File: config.mk
export PLATFORM = sky130hd
export DESIGN_NAME = regfile_wb_ctrl
export DESIGN_NICKNAME = d
export VERILOG_FILES = /design/src/rtl/regfile_wb_ctrl.sv
export SDC_FILE = /design/constraint.sdc
export NUM_CORES = 1
export LEC_CHECK = 0
export CORE_MARGIN = 2
export CORE_UTILIZATION = 40
export DETAILED_ROUTE_END_ITERATION = 16
export GPL_TIMING_DRIVEN = 0
export HOLD_SLACK_MARGIN = 0.03
export PLACE_DENSITY_LB_ADDON = 0.3
export SKIP_CTS_REPAIR_TIMING = 1
export SYNTH_ARGS = -nofsm -noshare
export SYNTH_HDL_FRONTEND = slang
export SYNTH_SLANG_ARGS = --single-unit
File: constraint.sdc
create_clock -name clk -period 5.15 [get_ports clk]
set_input_delay 1.03 -clock clk [delete_from_list [all_inputs] [get_ports clk]]
set_output_delay 1.03 -clock clk [all_outputs]
set_load 0.005 [all_outputs]
File: src/rtl/regfile_wb_ctrl.sv
// Write-back arbiter for the RV32E register file write port: load returns win by default, ex gets priority after EX_MAX_WAIT blocked cycles; busy scoreboard tracks loads in flight.
// Optional macro REGFILE_WB_BYPASS_EN adds a forwarding path from the staged write and drops its hazard term.
module regfile_wb_ctrl #(
    parameter int DATA_W      = 32,
    parameter int ADDR_W      = 4,
    parameter int EX_MAX_WAIT = 3
) (
    input  logic                  clk,
    input  logic                  rst_n,
    input  logic                  ex_valid_i,
    output logic                  ex_ready_o,
    input  logic [ADDR_W-1:0]     ex_rd_i,
    input  logic [DATA_W-1:0]     ex_data_i,
    input  logic                  ld_valid_i,
    output logic                  ld_ready_o,
    input  logic [ADDR_W-1:0]     ld_rd_i,
    input  logic [DATA_W-1:0]     ld_data_i,
    input  logic                  iss_valid_i,
    output logic                  iss_ready_o,
    input  logic [ADDR_W-1:0]     iss_rd_i,
    input  logic [ADDR_W-1:0]     rs1_sel_i,
    input  logic [ADDR_W-1:0]     rs2_sel_i,
    output logic                  rs1_hazard_o,
    output logic                  rs2_hazard_o,
`ifdef REGFILE_WB_BYPASS_EN
    output logic                  rs1_fwd_o,
    output logic                  rs2_fwd_o,
    output logic [DATA_W-1:0]     fwd_value_o,
`endif
    output logic [ADDR_W-1:0]     wr_sel_o,
    output logic [DATA_W-1:0]     wr_value_o,
    output logic [(1<<ADDR_W)-1:0] busy_vec_o
);

    localparam int          NREG = 1 << ADDR_W;
    localparam logic [3:0]  MAXW = 4'(EX_MAX_WAIT);

    logic [NREG-1:0]   busy_q, busy_d;
    logic [3:0]        starve_q, starve_d;
    logic [ADDR_W-1:0] wr_sel_q, wr_sel_d;
    logic [DATA_W-1:0] wr_value_q, wr_value_d;

    logic ex_elig, ex_prio, grant_ex, grant_ld;

    always_comb begin
        ex_elig     = ex_valid_i & ((ex_rd_i == '0) | ~busy_q[ex_rd_i]);
        ex_prio     = ex_elig & (starve_q == MAXW);
        grant_ld    = rst_n & ld_valid_i & ~ex_prio;
        grant_ex    = rst_n & ex_elig & ~grant_ld;
        iss_ready_o = rst_n & ((iss_rd_i == '0) | ~busy_q[iss_rd_i]);
        ex_ready_o  = grant_ex;
        ld_ready_o  = grant_ld;
    end

    always_comb begin
        busy_d     = busy_q;
        starve_d   = starve_q;
        wr_sel_d   = '0;
        wr_value_d = wr_value_q;

        // Clear before set so an issue and a return to the same register leave it busy.
        if (grant_ld)
            busy_d[ld_rd_i] = 1'b0;
        if (iss_valid_i && iss_ready_o && (iss_rd_i != '0))
            busy_d[iss_rd_i] = 1'b1;
        busy_d[0] = 1'b0;

        if (!ex_valid_i || grant_ex)
            starve_d = '0;
        else if (ex_elig && (starve_q != MAXW))
            starve_d = starve_q + 4'd1;

        if (grant_ex) begin
            wr_sel_d   = ex_rd_i;
            wr_value_d = ex_data_i;
        end else if (grant_ld) begin
            wr_sel_d   = ld_rd_i;
            wr_value_d = ld_data_i;
        end
    end

    always_ff @(posedge clk) begin
        if (!rst_n) begin
            busy_q     <= '0;
            starve_q   <= '0;
            wr_sel_q   <= '0;
            wr_value_q <= '0;
        end else begin
            busy_q     <= busy_d;
            starve_q   <= starve_d;
            wr_sel_q   <= wr_sel_d;
            wr_value_q <= wr_value_d;
        end
    end

    assign wr_sel_o   = wr_sel_q;
    assign wr_value_o = wr_value_q;
    assign busy_vec_o = busy_q;

`ifdef REGFILE_WB_BYPASS_EN
    assign rs1_fwd_o    = (rs1_sel_i != '0) & (wr_sel_q == rs1_sel_i);
    assign rs2_fwd_o    = (rs2_sel_i != '0) & (wr_sel_q == rs2_sel_i);
    assign fwd_value_o  = wr_value_q;
    assign rs1_hazard_o = (rs1_sel_i != '0) & busy_q[rs1_sel_i];
    assign rs2_hazard_o = (rs2_sel_i != '0) & busy_q[rs2_sel_i];
`else
    // The staged write has not reached the file yet, so its register is stale for one cycle.
    assign rs1_hazard_o = (rs1_sel_i != '0) & (busy_q[rs1_sel_i] | (wr_sel_q == rs1_sel_i));
    assign rs2_hazard_o = (rs2_sel_i != '0) & (busy_q[rs2_sel_i] | (wr_sel_q == rs2_sel_i));
`endif

endmodule

==> results summary <==
The first global-routing pass estimated 16.68 mm of wire. The count of fill cells added during filler insertion is 717. The share of synthesized area occupied by flip-flops and latches is 0.3252. The number of placed instances, taps included, is around 590. The post-synthesis cell area is 3386 µm². The share of synthesized registers carrying an async set or reset is 0. The routed design uses between 1 and 1.5 mm of met3 wire.

The initial DRC count is approximately 300. The type of the tightest min-delay check is flip-flop to flip-flop. Data on the critical path is required at its endpoint by between 4 and 5 ns. The number of warnings reported in the yosys synthesis log is 0. The slowest cell on the critical path is sky130_fd_sc_hd__clkdlybuf4s50_1. The total die area came out at 9216 µm².

The most prevalent standard cell on the critical path is sky130_fd_sc_hd__clkdlybuf4s50_1. The terminus of the critical flop-to-flop path is wr_value_o[2]. The congestion estimate from routability-driven global placement came to ~0.9.

The flow ran to the end, and the final reports show no timing, DRC or antenna violations. Setup repair after global routing left no endpoint under its margin. The average routed wire per standard cell came out at about 18 µm.

The share of layout cells above drive strength 1 came out at 0.09274. The signal arrival time at the worst endpoint is 3.49 ns. After the last flow step, the layout net total stands at around 600. Detailed routing placed a total of about 5.3 mm of wire on met2.

The overall overflow remaining after global route is 0. The height of the die is approximately 96 µm. The critical path in this run is classified as input port to primary output. The cell count after synthesis came out at around 350. The top cell types in the final layout, fill and taps aside, are 136 x sky130_fd_sc_hd__clkdlybuf4s50_1, 55 x sky130_fd_sc_hd__dfxtp_1, 33 x sky130_fd_sc_hd__a221o_1, 33 x sky130_fd_sc_hd__o211a_1, 32 x sky130_fd_sc_hd__and2_1.

The worst IR drop on VDD is 119.0 µV. The top-level I/O count came out at approximately 150. Entering global routing, the biggest net connects 19 pins. Between clock sinks in the finished design, the worst skew comes to slightly above 0.008 ns. The chip width is between 90 and 100 µm. The average footprint of a synthesized cell came out at about 9.6 µm². The signal on the critical path passes through clkdlybuf4s50_1 -> or2_2 -> o221ai_1 -> nor2_1 -> o21ai_2 -> buf_6 -> inv_1 -> clkdlybuf4s50_1. In this run the number of H-tree levels came out at 2. The buffering stage count on the worst path with inverters included is 4. The max-slew headroom at the worst pin is 0.5709.

For this run, the number of standard cells in the final layout without fillers is about 600. The highest clock frequency the design can meet is about 220 MHz. The clock tree root buffer cell is sky130_fd_sc_hd__clkbuf_8. The number of nets in the synthesized netlist is 442. The stage delay of the slowest cell on the critical path is about 0.53 ns.

The number of optimization iterations in the first detailed-route pass is 4. The post-layout minimum cycle time is around 4.5 ns. The highest metal layer carrying signal wires in the routed design is met4. The area share of the largest cell type after synthesis came out at 0.3252.

The count of max-cap constraint violations is 0. The number of different library cells used by synthesis comes to 51. For this run, the leading register cell type out of synthesis is sky130_fd_sc_hd__dfxtp_1.

The maximum number of buffers from clock root to sink is 2. STA classifies the critical path endpoint as a primary output. The post-route clock period utilization is 0.8771. The via count of the first global-routing pass was about 3400.

The worst reg2reg path startpoint is starve_q[1]. The synthesized design contains 0 enable-type register cells. The cell area power density came out at between 150 and 200 nW/µm². The post-route DRC violation count came out at 0. The maximum fanout encountered on the critical timing path is 10. The total via count in the routed design came out at around 3500.

After synthesis, the cell types taking the most area are sky130_fd_sc_hd__dfxtp_1 33%, sky130_fd_sc_hd__a221o_1 9.8%, sky130_fd_sc_hd__o211a_1 9.8%. The kind of cell adding the most delay to the critical path is buffers and inverters. The library cell used most frequently in the layout, excluding fill and tap cells, is sky130_fd_sc_hd__clkdlybuf4s50_1. The clock transition time at the flip-flop clock pins of the worst setup and hold paths came out at roughly 0.1 ns. The detailed placer's ending HPWL came out at 8.136 mm. Summed over all layers, the routed wires come to around 11 mm. The TritonCTS sink count came out at 55.

The number of failing setup endpoints in the final timing report is 0. Summed over all instances, the cell type with the most area after synthesis is sky130_fd_sc_hd__dfxtp_1. The clock reaches the later pin of the worst-skew pair after between 0.3 and 0.4 ns. The final max-slew violation count came out at 0. The worst setup path is launched from an input port. The area inside the core boundary is a little over 8000 µm². The reported leakage power is between 0.002 and 0.0025 µW. The met1 routed wirelength after detailed routing is between 4 and 5 mm. In this run the most critical hold path is launched from wr_value_o[30].

The number of antenna-violating nets in the routed design came out at 0. The count of standard-cell rows is 33. The number of antenna violations at the first check in global routing came out at 0. The count of cells along the worst register-to-register path came out at 7.

The initial utilization of the core area, before any placement, comes to 0.4121. The aggregate negative setup slack came out at 0 ns. The register-to-register path setup slack came out at approximately 2.7 ns. The signed area change from the synthesized netlist to the final layout is 46.86%. At the pin with the least slew margin, the transition time is approximately 0.64 ns.

The via density per instance is about 5.9. The total count of hold-check failures in the final report is 0. The number of diodes came out at 0. The path with the worst hold slack has its endpoint at wr_value_o[30]. The hold-critical path depth is 1.

The number of CTS-inserted buffers came out at 5. The total routing usage reported by global routing came out at 0.2323. The synthesized design contains 55 register bits. TritonCTS built the clock tree.

The number of buffers inserted by port buffering is approximately 140.
[flip-flops by register name, summed over array words and instances (netlist names)]
signal	count
wr_value_o	32
wr_sel_o	4
starve_q	4
busy_vec_o	15
[cells by family (layout without fill, tap and decap cells)]
group                    count (synthesis)  in the layout  synth area share
flip-flops                              55             55            0.3252
buffers and inverters                   36            180           0.05469
adder cells (fa/ha/maj)                  1              1          0.003695
multiplexers                            25             25            0.1075
AO/OA/AOI/OAI                          123            123            0.3189
other                                    1              1          0.001108
AND/OR/NAND/NOR                        101            101            0.1630
XOR/XNOR                                10             10           0.02587
[worst max-delay path by stage]
stage | start | endpoint | slack [ns] | cells after the start
4_1_cts | ex_rd_i[1] | ex_ready_o | 0.65 | 8
2_1_floorplan | rs2_sel_i[0] | rs2_hazard_o | 1.52 | 6
6_report | ex_rd_i[1] | ex_ready_o | 0.63 | 8
5_1_grt | ex_rd_i[1] | ex_ready_o | 0.48 | 8
3_5_place_dp | ex_rd_i[1] | ex_ready_o | 0.68 | 8
3_3_place_gp | ex_rd_i[1] | ex_ready_o | 0.70 | 8
[worst reg2reg max path, delay by kind of cell, from the launching register on]
kind,cells,cell delay (ns)
AO/OA/AOI/OAI,4,1.05
flip-flops,1,0.38
adder cells (fa/ha/maj),1,0.17
AND/OR/NAND/NOR,1,0.52
buffers and inverters,1,0.20
[where the power goes]
part	leakage, µW	switching (µW)	internal, µW
clock network	0.0000443	149	97.6
registers	0.000453	18.1	451
logic	0.00154	108	163
total	0.00203	275	711
[per-layer routing]
| metal | track usage | up-vias |
|---|---|---|
| li1 | - | 1652 |
| met1 | 0.2869 | 1675 |
| met2 | 0.3976 | 170 |
| met3 | 0.05403 | 21 |
| met4 | 0.07619 | 0 |
| met5 | 0 | - |
[synthesized netlist by cell type, types with 6 or more instances]
cell type                   n
sky130_fd_sc_hd__mux2i_1    9
sky130_fd_sc_hd__nor2b_1    6
sky130_fd_sc_hd__buf_2      7
sky130_fd_sc_hd__clkbuf_1  14
sky130_fd_sc_hd__a221o_1   33
sky130_fd_sc_hd__o21ai_0   18
sky130_fd_sc_hd__nor2_1    11
sky130_fd_sc_hd__dfxtp_1   55
sky130_fd_sc_hd__nand2_1   17
sky130_fd_sc_hd__nand3_1   16
sky130_fd_sc_hd__and2_1    32
sky130_fd_sc_hd__o211a_1   33
sky130_fd_sc_hd__mux2_2     7
sky130_fd_sc_hd__mux4_2     8
sky130_fd_sc_hd__o211ai_1  11
[per-stage QoR]
stage | setup slack, ns | power (µW) | hold slack [ns] | instance area (µm²) | utilization
finish | 0.6330 | 985.8 | 0.5099 | 4972 | 0.6051
detailed placement | 0.6829 | 747.2 | 0.4848 | 4878 | 0.5937
global route | 0.4777 | 1028 | 0.5247 | 4972 | 0.6051
global placement | 0.6985 | 743.0 | 0.4795 | 4878 | 0.5937
CTS | 0.6500 | 988.9 | 0.5135 | 4972 | 0.6051
floorplan | 1.520 | 594.4 | 0.4905 | 3386 | -
[layout make-up]
class | instances | area, µm² | share of cell area
buffer | 32 | 170.2 | 0.03422
clock buffer | 5 | 68.82 | 0.01384
clock inverter | 3 | 25.02 | 0.005033
timing repair buffer | 136 | 1361 | 0.2738
multi-input combinational | 261 | 2100 | 0.4222
tap | 105 | 131.4 | 0.02642
sequential | 55 | 1101 | 0.2214
inverter | 4 | 15.01 | 0.003020
Note: power is estimated with default switching activity, not from simulation.
